$ cat config.mk
export PLATFORM = sky130hd
export DESIGN_NAME = cypher_seq_ctrl_flat
export DESIGN_NICKNAME = d
export VERILOG_FILES = /design/src/rtl/cypher_seq_ctrl_if.sv /design/src/rtl/cypher_seq_ctrl.sv /design/src/flat_wrapper.sv
export SDC_FILE = /design/constraint.sdc
export NUM_CORES = 1
export LEC_CHECK = 0
export CORE_MARGIN = 2
export CORE_UTILIZATION = 56
export DETAILED_ROUTE_END_ITERATION = 10
export PLACE_DENSITY_LB_ADDON = 0.25
export SETUP_SLACK_MARGIN = 0.02
export SYNTH_ARGS = -nofsm -noshare
export SYNTH_HDL_FRONTEND = slang
export SYNTH_SLANG_ARGS = --single-unit
$ cat constraint.sdc
create_clock -name clock -period 6.8 [get_ports clock]
set_input_delay 2.04 -clock clock [delete_from_list [all_inputs] [get_ports clock]]
set_output_delay 2.04 -clock clock [all_outputs]
set_load 0.01 [all_outputs]
$ cat src/rtl/cypher_seq_ctrl_if.sv
// Bus bundle for cypher_seq_ctrl: configuration, nibble stream and match/sum results.
// master = stimulus side, slave = controller side.
interface cypher_seq_ctrl_if #(
    parameter int unsigned COUNT_W = 16,
    parameter int unsigned SUM_W   = 64
);
    logic               cfg_load;
    logic [15:0]        cfg_cypher;
    logic               clr;
    logic               read;
    logic [3:0]         four_bit_input;
    logic               find;
    logic [COUNT_W-1:0] match_count;
    logic [SUM_W-1:0]   additionresult;
    logic               configured;
    logic [1:0]         state_o;

    modport master (
        output cfg_load, cfg_cypher, clr, read, four_bit_input,
        input  find, match_count, additionresult, configured, state_o
    );

    modport slave (
        input  cfg_load, cfg_cypher, clr, read, four_bit_input,
        output find, match_count, additionresult, configured, state_o
    );
endinterface

$ cat src/rtl/cypher_seq_ctrl.sv
// Nibble-stream cypher sequencing controller: edge-detects read, tracks match progress,
// pulses find on a full hit, keeps hit count and nibble sum. Optional macro: SEQ_TIMEOUT_EN.
module cypher_seq_ctrl #(
    parameter int unsigned COUNT_W        = 16,
    parameter int unsigned SUM_W          = 64,
    parameter int unsigned TIMEOUT_CYCLES = 1024
) (
    input logic              clock,
    input logic              reset,
    cypher_seq_ctrl_if.slave bus
);
    typedef enum logic [1:0] {
        UNCONF  = 2'd0,
        ARMED   = 2'd1,
        COLLECT = 2'd2,
        HIT     = 2'd3
    } state_t;

    state_t             state_q, state_d;
    logic [1:0]         idx_q, idx_d, cur_idx;
    logic [15:0]        cyph_q;
    logic               read_q;
    logic               configured_q;
    logic               find_q;
    logic [COUNT_W-1:0] count_q;
    logic [SUM_W-1:0]   sum_q;
    logic               accept;
    logic               hit_entry;
    logic [3:0]         want;
    logic               timeout;

    assign accept  = bus.read & ~read_q & configured_q & ~bus.cfg_load;
    // HIT restarts the search from nibble 0 while idx_q is already cleared
    assign cur_idx = (state_q == HIT) ? 2'd0 : idx_q;
    assign want    = cyph_q[{cur_idx, 2'b00} +: 4];

`ifdef SEQ_TIMEOUT_EN
    logic [31:0] tmr_q;

    assign timeout = (state_q == COLLECT) && !accept && (tmr_q == 32'(TIMEOUT_CYCLES - 1));

    always_ff @(posedge clock or negedge reset) begin
        if (!reset) begin
            tmr_q <= '0;
        end else if (state_q == COLLECT && !accept && !bus.cfg_load) begin
            tmr_q <= tmr_q + 32'd1;
        end else begin
            tmr_q <= '0;
        end
    end
`else
    assign timeout = 1'b0;
`endif

    always_comb begin
        state_d   = state_q;
        idx_d     = idx_q;
        hit_entry = 1'b0;
        if (bus.cfg_load) begin
            state_d = ARMED;
            idx_d   = 2'd0;
        end else if (state_q != UNCONF) begin
            if (accept) begin
                if (bus.four_bit_input == want) begin
                    if (cur_idx == 2'd3) begin
                        state_d   = HIT;
                        idx_d     = 2'd0;
                        hit_entry = 1'b1;
                    end else begin
                        state_d = COLLECT;
                        idx_d   = cur_idx + 2'd1;
                    end
                end else if (bus.four_bit_input == cyph_q[3:0]) begin
                    state_d = COLLECT;
                    idx_d   = 2'd1;
                end else begin
                    state_d = ARMED;
                    idx_d   = 2'd0;
                end
            end else if (state_q == HIT) begin
                state_d = ARMED;
            end else if (timeout) begin
                state_d = ARMED;
                idx_d   = 2'd0;
            end
        end
    end

    always_ff @(posedge clock or negedge reset) begin
        if (!reset) begin
            state_q      <= UNCONF;
            idx_q        <= 2'd0;
            cyph_q       <= '0;
            read_q       <= 1'b1;
            configured_q <= 1'b0;
            find_q       <= 1'b0;
        end else begin
            state_q <= state_d;
            idx_q   <= idx_d;
            read_q  <= bus.read;
            find_q  <= hit_entry;
            if (bus.cfg_load) begin
                cyph_q       <= bus.cfg_cypher;
                configured_q <= 1'b1;
            end
        end
    end

    // clr wins over the old totals but not over a same-cycle accept or hit
    always_ff @(posedge clock or negedge reset) begin
        if (!reset) begin
            count_q <= '0;
            sum_q   <= '0;
        end else begin
            if (bus.clr) begin
                count_q <= hit_entry ? COUNT_W'(1) : '0;
                sum_q   <= accept ? SUM_W'(bus.four_bit_input) : '0;
            end else begin
                if (hit_entry) count_q <= count_q + COUNT_W'(1);
                if (accept)    sum_q   <= sum_q + SUM_W'(bus.four_bit_input);
            end
        end
    end

    assign bus.find           = find_q;
    assign bus.match_count    = count_q;
    assign bus.additionresult = sum_q;
    assign bus.configured     = configured_q;
    assign bus.state_o        = state_q;
endmodule

$ cat src/flat_wrapper.sv
// flat-port wrapper written by rule: the top's interface ports become plain ports
module cypher_seq_ctrl_flat 
#(
    parameter int unsigned COUNT_W        = 16,
    parameter int unsigned SUM_W          = 64,
    parameter int unsigned TIMEOUT_CYCLES = 1024
)
  (clock, reset, bus_cfg_load, bus_cfg_cypher, bus_clr, bus_read, bus_four_bit_input, bus_find, bus_match_count, bus_additionresult, bus_configured, bus_state_o);
  cypher_seq_ctrl_if #(.COUNT_W(COUNT_W), .SUM_W(SUM_W)) bus_i ();
  input logic clock;
  input logic reset;
  input wire logic [$bits(bus_i.cfg_load)-1:0] bus_cfg_load;
  input wire logic [$bits(bus_i.cfg_cypher)-1:0] bus_cfg_cypher;
  input wire logic [$bits(bus_i.clr)-1:0] bus_clr;
  input wire logic [$bits(bus_i.read)-1:0] bus_read;
  input wire logic [$bits(bus_i.four_bit_input)-1:0] bus_four_bit_input;
  output wire logic [$bits(bus_i.find)-1:0] bus_find;
  output wire logic [$bits(bus_i.match_count)-1:0] bus_match_count;
  output wire logic [$bits(bus_i.additionresult)-1:0] bus_additionresult;
  output wire logic [$bits(bus_i.configured)-1:0] bus_configured;
  output wire logic [$bits(bus_i.state_o)-1:0] bus_state_o;
  assign bus_i.cfg_load = bus_cfg_load;
  assign bus_i.cfg_cypher = bus_cfg_cypher;
  assign bus_i.clr = bus_clr;
  assign bus_i.read = bus_read;
  assign bus_i.four_bit_input = bus_four_bit_input;
  assign bus_find = bus_i.find;
  assign bus_match_count = bus_i.match_count;
  assign bus_additionresult = bus_i.additionresult;
  assign bus_configured = bus_i.configured;
  assign bus_state_o = bus_i.state_o;
  cypher_seq_ctrl #(.COUNT_W(COUNT_W), .SUM_W(SUM_W), .TIMEOUT_CYCLES(TIMEOUT_CYCLES)) u_core (.clock(clock), .reset(reset), .bus(bus_i));
endmodule
# Word-level counts from Yosys, hierarchy flattened
# Index checks and enable logic that the tools add are counted.
dict set report totals {
  input_bits 25
  rom_bits 0
  memories 0
  elab_cells 54
  out_inout_bits 84
  ff_bits 103
  ramBits 0
  latch_bits 0
}
dict set report classes {
  multipliers 0
  n_reduce_logical 8
  n_bitwise 5
  div_mod_pow 0
  shifts 1
  add_sub_neg 3
  mux 25
  eq_ne 4
  magnitude_cmp 0
}
# cell count
set ops {}
lappend ops {{two-way mux 64 bit} 2}
lappend ops {{adder 64 x 4 -> 64 bit} 1}
lappend ops {{two-way mux 16 bit} 2}
lappend ops {{two-way mux 2 bit} 12}
lappend ops {{adder 16 x 1 -> 16 bit (second input constant)} 1}
lappend ops {{variable part select 16 x 5 -> 4 bit} 1}
lappend ops {{nonzero test 2 bit} 5}
lappend ops {{equality test 4 bit} 2}
lappend ops {{two-way mux 1 bit} 8}
lappend ops {{equality test 2 bit (second input constant)} 2}
lappend ops {{two-way mux 4 bit} 1}
lappend ops {{AND reduction 2 bit} 2}
lappend ops {{AND 1 bit} 3}
lappend ops {{nonzero test 3 bit} 1}
lappend ops {{adder 2 x 1 -> 2 bit (second input constant)} 1}
lappend ops {{NOT 1 bit} 2}

# Logic depth before layout (Yosys ltp)
# Gate-level depths: netlist (run 1).
dict set report depth {
  ltp_word 10
  mapped_depth 12
}

# Worst setup path before layout (run 1)
# No wires, ideal clock.
dict set report synth_path {
  kind {input to register}
  startpoint {input bus_four_bit_input[0]}
  endpoint {register u_core.sum_q[62] (netlist: u_core.bus.additionresult[62])}
  cell_stages 9
  arrival_ns 4.164
  setup_time_ns 0.132
  required_ns 6.668
  setup_slack_ns 2.504
  path_buffers 0
  cell_sequence {ha_1 -> fa_1 -> a21o_1 -> a21oi_1 -> or4_1 -> nor4_2 -> or3b_2 -> xor2_1 -> nor2_1}
}
dict set report synth_via {
  elab_chain_len 3
}
# element line_no
set synth_lines {}
lappend synth_lines {{start, declared} flat_wrapper.sv:16} ;# input wire logic [$bits(bus_i.four_bit_input)-1:0] bus_four_bit_input;
lappend synth_lines {{adder 64 x 4 -> 64 bit} cypher_seq_ctrl.sv:120} ;# if (accept) sum_q <= sum_q + SUM_W'(bus.four_bit_input);
lappend synth_lines {{two-way mux 64 bit} cypher_seq_ctrl.sv:120}
lappend synth_lines {{two-way mux 64 bit} cypher_seq_ctrl.sv:115} ;# if (bus.clr) begin
lappend synth_lines {{end signal, assigned} cypher_seq_ctrl.sv:117} ;# sum_q <= accept ? SUM_W'(bus.four_bit_input) : '0;
lappend synth_lines {{end signal, assigned} cypher_seq_ctrl.sv:120}
lappend synth_lines {{end, declared} cypher_seq_ctrl.sv:26} ;# logic [SUM_W-1:0] sum_q;
# No other way between the ends. The select of a mux whose other input is x is not followed.
# A chain may end at the register's enable or synchronous reset.

# Final worst setup path (run 1)
# Ends and elaborated chain as after synthesis.

==> results of run 1 <==
## logic make-up (layout without fill, tap and decap cells)
logic type / count (synthesis) / in the layout
flip-flops: 103 / 103
XOR/XNOR: 56 / 56
adder cells (fa/ha/maj): 7 / 7
multiplexers: 18 / 18
AND/OR/NAND/NOR: 277 / 277
AO/OA/AOI/OAI: 86 / 86
buffers and inverters: 43 / 146
## worst min-delay path by stage
stage | start | endpoint | slack, ns | depth (start not counted)
2_1_floorplan | u_core.cyph_q[8] | u_core.cyph_q[8] | 0.48 | 1
3_3_place_gp | u_core.cyph_q[9] | u_core.cyph_q[9] | 0.49 | 1
3_5_place_dp | u_core.cyph_q[9] | u_core.cyph_q[9] | 0.49 | 1
4_1_cts | u_core.cyph_q[9] | u_core.cyph_q[9] | 0.52 | 1
5_1_grt | u_core.cyph_q[13] | u_core.cyph_q[13] | 0.54 | 1
6_report | u_core.cyph_q[9] | u_core.cyph_q[9] | 0.52 | 1
## flip-flops by register name (all words and copies together) (netlist names)
signal / cells
u_core.read_q: 1
u_core.bus.state_o: 2
u_core.bus.configured: 1
u_core.idx_q: 2
u_core.cyph_q: 16
u_core.bus.match_count: 16
u_core.bus.additionresult: 64
u_core.bus.find: 1
## placed cells by master (no fill, tap or decap), types with 5 or more instances in the layout
cell type        Yosys  final
and3_1              10     10
clkbuf_8             0      9
o22ai_1              5      5
nor3_1              21     21
inv_1               17     17
nand4_1             22     22
a21oi_1             24     24
ha_1                 6      6
or4_1               17     17
and4_1               8      8
xor2_1              26     26
o31ai_1             12     12
clkdlybuf4s50_1      0    106
nor2_1              78     78
xnor2_1             30     30
o21ai_0             21     21
nor4_1               8      8
nand3_1             34     34
nand2_1             44     44
mux2i_1              6      6
dfrtp_1            102    102
buf_4                0      5
or3_1               15     15
mux2_2              12     12
## layout make-up
class	count	area [um^2]	area share, %
clock buffer	10	127.6	1.856
multi-input combinational	444	2766	40.22
timing repair buffer	112	1104	16.05
clock inverter	6	67.56	0.9824
sequential	103	2579	37.49
inverter	18	67.56	0.9824
tap	133	166.4	2.420
## power breakdown
part | switching (mW) | total, mW | internal [mW]
clock | 0.216 | 0.389 | 0.173
sequential | 0.0113 | 0.636 | 0.624
combinational | 0.0556 | 0.0981 | 0.0424
## worst max-delay path, cell delays in order
cell             delay [ns]
clkdlybuf4s50_1        0.61
ha_1                   0.25
fa_1                   0.22
a21o_1                 0.12
a21oi_1                0.15
or4_1                  0.59
nor4_2                 0.45
or3b_2                 0.50
xor2_1                 0.14
nor2_1                 0.05
## routing by layer
layer  wire length, um  global-route usage (%)  part of all wire [%]
met1              5726                   35.19                    41
met2              7192                   46.40                    52
met3               719                   5.309                   5.2
met4               224                   8.198                   1.6
met5                 0                       0                     0
==> metrics.md, run 1 <==
| Metric | Value |
|---|---|
| CTS root buffer | clkbuf_8 |
| Vias in the first global route | between 4000 and 5000 |
| Hold Path Class | flop to flop |
| Synth top cells by count | dfrtp_1 (102), nor2_1 (78), nand2_1 (44) |
| Vias | between 4000 and 5000 |
| Drt first pass iters | 4 |
| GRT Residual Overflow | 0 |
| Chip width | slightly above 100 um |
| Fin crit share | 72.03% |
| Fin util | slightly above 70% |
| CTS buffer count | 9 |
| Insertion delay to the later sink of the worst-skew pair | 0.38 ns |
| Gr usage total | roughly 27% |
| H-Tree Depth | 3 |
| Synth Register Bits | ~100 |
| Worst setup EP type | flop |
| Final worst slack | between 1.5 and 2 ns |
| Layout Cells excl Fill | 826 |
| Critical setup path kind | input port to flop |
| DR WL/cell | 16.78 um |
| Setup Viol. Count Final | 0 |
| Worst EP arrival | a little over 5 ns |
| First-pass GRT wire length | around 23000 um |
| Hold Buf Count CTS | 0 |
| CP startpoint kind | input port |
| # Post-CTS Setup Buffers | 0 |
| WP data required | approximately 7 ns |
| Post-Synthesis Cells | 590 |
| Die Area | around 0.011 mm^2 |
| CTS-repair resized insts | 0 |
| Post-route antenna net violation count | 0 |
| Post-synth EDFFs | 0 |
| WL final | around 14000 um |
| Skew final | 0.01671 ns |
| Top post-synthesis cells by area | dfrtp_1 (46%), nor2_1 (5.3%), xnor2_1 (4.8%) |
| DRC | 0 |
| Ys Warns | 0 |
| Starting density of the core | between 50% and 60% |
| Final Hold Fails | 0 |
| Placed cells | between 800 and 900 |
| Vias per cell | ~6.0 |
| Synth Area in XOR/XNOR | 8.877% |
| Most numerous cell in the Yosys netlist | dfrtp_1 |
| Yosys top cell by area | dfrtp_1 |
| Slew HR | a little under a quarter |
| Final hold slack | between 0.5 and 0.6 ns |
| Power, Total | ~1.1 mW |
| Internal reg-to-reg setup slack | ~3.4 ns |
| Layout cell share with drive strength beyond 1 | 6.205% |
| GP Congestion | slightly below 0.9 |
| Syn_nets | 622 |
| Compound-Gate Fraction of Synth Area | between 10% and 20% |
| Total clock sinks | between 100 and 150 |
| Setup_tns | 0 ns |
| RSZ-0062 raised after global routing | no |
| Post-Synth Adder-Cell Area | 1.721% |
| Top-area cell type share of the netlist area | a little under half |
| Maximum clock path buffer count | 2 |
| Nets | a little over 700 |
| Synth Cell Area | 0.005525 mm^2 |
| Antenna diodes | 0 |
| Placed Area | approximately 0.0067 mm^2 |
| HPWL Detailed | 9885 um |
| Core ar. | 0.009684 mm^2 |
| Die Y | about 100 um |
| Max_cap viols | 0 |
| Worst R2R Path Depth | 7 |
| DRT iter0 DRCs | 334 |
| Mux contribution to synthesized area | 3.533% |
| Layout fillers | ~760 |
| Maximum number of pins on one net before global-route repair | 86 |
| Ys flop type | dfrtp_1 |
| Pwr Density | roughly 160 mW/mm^2 |
| Port Buf Inserts | approximately 110 |
| Worst-path maximum fanout | 7 |
| Initial antenna violation count | 0 |
| Sequential fraction of the synthesis area | between 40% and 50% |
| Synth Area in Simple Gates | between 20% and 30% |
| Fin area | roughly 0.0069 mm^2 |
| Worst-path clk slew | 0.10 ns |
| CTS tree | yes |
| Largest family of logic cells by synthesized area | simple AND/OR/NAND/NOR gates |
| Synth Area per Inst | 9.365 um^2 |
| Min cycle time layout | about 5 ns |
| IO Count | ~110 |
| CP startpoint | bus_four_bit_input[0] |
| Max Clk Rate | 204.2 MHz |
| Worst Setup EP | u_core.bus.additionresult[62] |
| Pre-CTS setup slack | 1.535 ns |
| Slew @ Worst Pin | around 1.1 ns |
| Num rows | 36 |
| Yosys cell types | 57 |
| Max VDD drop | 0.1228 mV |
| Status | completed |
| Post-synth ARST share | 100.0% |
| Leak | between 2 and 3 nW |
| Reg-to-Reg End | u_core.bus.match_count[12] |
| Area Overhead vs Synth | 24.48% |
| Worst r2r src | u_core.idx_q[0] |
| Slew Limit Fails | 0 |
No activity file was read; power rests on OpenSTA's default activity.
==> run 2, diff against run 1 <==
- CORE_UTILIZATION: 56 -> 47
- clock period: 6.8 -> 4.2 ns (I/O delays scaled with it)
==> metrics.md, run 2 (synthesis results as in run 1) <==
| Metric | Value |
|---|---|
| Setup_tns | 0 ns (unchanged) |
| Worst EP arrival | 4.10 ns (-1.03 ns) |
| Die Y | 112.4 um (+8.8%) |
| Hold endpoint | u_core.cyph_q[12] |
| Maximum clock path buffer count | 2 (unchanged) |
| CTS-repair resized insts | 0 (unchanged) |
| Fin util | 62.08% (-8.9 points) |
| Critical setup path kind | input port to flop |
| Max VDD drop | 0.2894 mV (+140%) |
| Chip width | 112.4 um (+8.8%) |
| Worst r2r src | u_core.idx_q[0] |
| WP data required | 4.46 ns (-2.58 ns) |
| First-pass GRT wire length | 24700 um (+8.7%) |
| CTS tree | yes |
| Slew @ Worst Pin | 0.8864 ns (-0.2496 ns) |
| WL final | 14800 um (+6.7%) |
| Max_cap viols | 0 (unchanged) |
| Internal power | 1.621 mW (+93%) |
| Drt first pass iters | 5 (+1) |
| GRT Residual Overflow | 0 (unchanged) |
| HPWL Detailed | 10560 um (+6.9%) |
| Insertion delay to the later sink of the worst-skew pair | 0.36 ns (-0.02 ns) |
| CTS buffer count | 9 (unchanged) |
| CP startpoint kind | input port |
| Final hold slack | 0.5097 ns (-0.006395 ns) |
| Fin area | 0.007119 mm^2 (+3.5%) |
| Placed cells | 832 (+2.7%) |
| Initial antenna violation count | 0 (unchanged) |
| Switch share | 23.14% (-2.0 points) |
| Status | completed |
| Worst-path clk slew | 0.07 ns (-0.03 ns) |
| Pre-CTS setup slack | 0.02334 ns (-1.512 ns) |
| Pwr Density | 296.3 mW/mm^2 (+82%) |
| Setup Viol. Count Final | 0 (unchanged) |
| Starting density of the core | 48.18% (-8.9 points) |
| Vias | 4887 (-0.77%) |
| Commonest non-fill, non-tap cells in the layout | clkdlybuf4s50_1 (106), dfrtp_1 (102), nor2_1 (78) |
| Num rows | 39 (+8.3%) |
| Vias per cell | 5.770 (-3.2%) |
| Register share of total power | 48.8% (-7.8 points) |
| Gr usage total | 24.28% (-2.9 points) |
| Clk pwr share | 43.3% (+8.6 points) |
| Worst hold stages | 1 (unchanged) |
| Layout cell share with drive strength beyond 1 | 7.813% (+1.6 points) |
| Core ar. | 0.01147 mm^2 (+18%) |
| IO Count | 109 (unchanged) |
| CTS root buffer | clkbuf_16 |
| Worst-path maximum fanout | 25 (+18) |
| Worst R2R Path Depth | 8 (+1) |
| Min cycle time layout | 3.832 ns |
| Vias in the first global route | 4903 (+4.5%) |
| # Post-CTS Setup Buffers | 0 (unchanged) |
| Post-route antenna net violation count | 0 (unchanged) |
| Leak | 2.789 nW (+4.5%) |
| Layout Cells excl Fill | 847 (+2.5%) |
| Area Overhead vs Synth | 28.85% |
| Maximum number of pins on one net before global-route repair | 86 (unchanged) |
| Slew HR | 40.91% (+17 points) |
| RSZ-0062 raised after global routing | no |
| Fin crit share | between 90% and 100% |
| DR WL/cell | 17.47 um (+4.1%) |
| DRT iter0 DRCs | 348 (+4.2%) |
| Slew Limit Fails | 0 (unchanged) |
| Final Hold Fails | 0 (unchanged) |
| Power, Total | 2.109 mW (+88%) |
| Skew final | 0.007078 ns (-0.009628 ns) |
| Max Clk Rate | around 260 MHz |
| DRC | 0 (unchanged) |
| Hold Path Class | flop to flop |
| Internal reg-to-reg setup slack | 1.05 ns (-2.39 ns) |
| Total clock sinks | 103 (unchanged) |
| Logic pwr share | 7.9% (-0.8 points) |
| Hold Buf Count CTS | 0 (unchanged) |
| Hold_sp | u_core.cyph_q[12] |
| Nets | 732 (+1.7%) |
| Worst setup EP type | flop |
| Psw | 0.4882 mW (+73%) |
| Reg-to-Reg End | u_core.bus.match_count[8] |
| Placed Area | 0.006798 mm^2 (+1.7%) |
| Max reg flops | 64 (unchanged) |
| Port Buf Inserts | 108 (unchanged) |
| GP Congestion | 0.8557 (-1.5%) |
| Commonest non-fill, non-tap cell in the layout | clkdlybuf4s50_1 |
| Final worst slack | 0.3676 ns (-1.535 ns) |
| H-Tree Depth | 3 (unchanged) |
| Antenna diodes | 0 (unchanged) |
| Die Area | 0.01264 mm^2 (+18%) |
-- run 2: cell count changes in the layout (fill, tap and decap cells not counted), sizes merged --
cell / previous run / this run
buf: 6 / 18
clkinvlp: 1 / 0
bufinv: 1 / 2
clkinv: 2 / 3
inv: 20 / 18
-- run 2: layout make-up --
class	instances	area [um^2]
fillers	1019	4348
clock inverters	5	82.58
well taps	143	178.9
clock buffers	10	239.0
inverters	18	67.56
repair buffers	124	1206
multi-input cells	444	2766
flip-flops and latches	103	2579
-- run 2: worst max-delay path: stages --
cell and delay, ns:
clkdlybuf4s50_1 0.58, a222oi_1 0.38, o2bb2ai_1 0.12, a311o_1 0.28, or4_1 0.56, buf_4 0.23, or4_1 0.51, a21oi_1 0.17
-- run 2: worst max path at each step --
stage / slack (ns) / endpoint / start
after detailed placement: 0.02 / u_core.bus.match_count[8] / bus_four_bit_input[2]
after CTS: 0.38 / u_core.bus.match_count[8] / bus_four_bit_input[1]
after floorplan: 0.68 / u_core.bus.additionresult[62] / bus_four_bit_input[0]
after global placement: 0.04 / u_core.bus.match_count[15] / bus_four_bit_input[2]
final: 0.37 / u_core.bus.match_count[8] / bus_four_bit_input[1]
after global routing: 0.26 / u_core.bus.match_count[9] / bus_four_bit_input[2]
-- run 2: power by group through the flow --
stage | combinational (mW) | clock (mW) | sequential (mW)
6_report | 0.167 | 0.914 | 1.03
5_1_grt | 0.187 | 0.974 | 1.03
4_1_cts | 0.170 | 0.933 | 1.03
3_5_place_dp | 0.169 | 0 | 1.05
3_3_place_gp | 0.167 | 0 | 1.05
2_1_floorplan | 0.0885 | 0 | 1.04
-- run 2: routing by layer --
metal	global-route usage [%]	vias to the layer above	share of wire (%)	wire length (um)
met1	31.99	2430	45	6688
met2	39.72	105	50	7327
met4	6.667	0	1.4	209
li1	-	2337	-	-
met3	6.749	15	3.9	571
met5	0	-	0	0
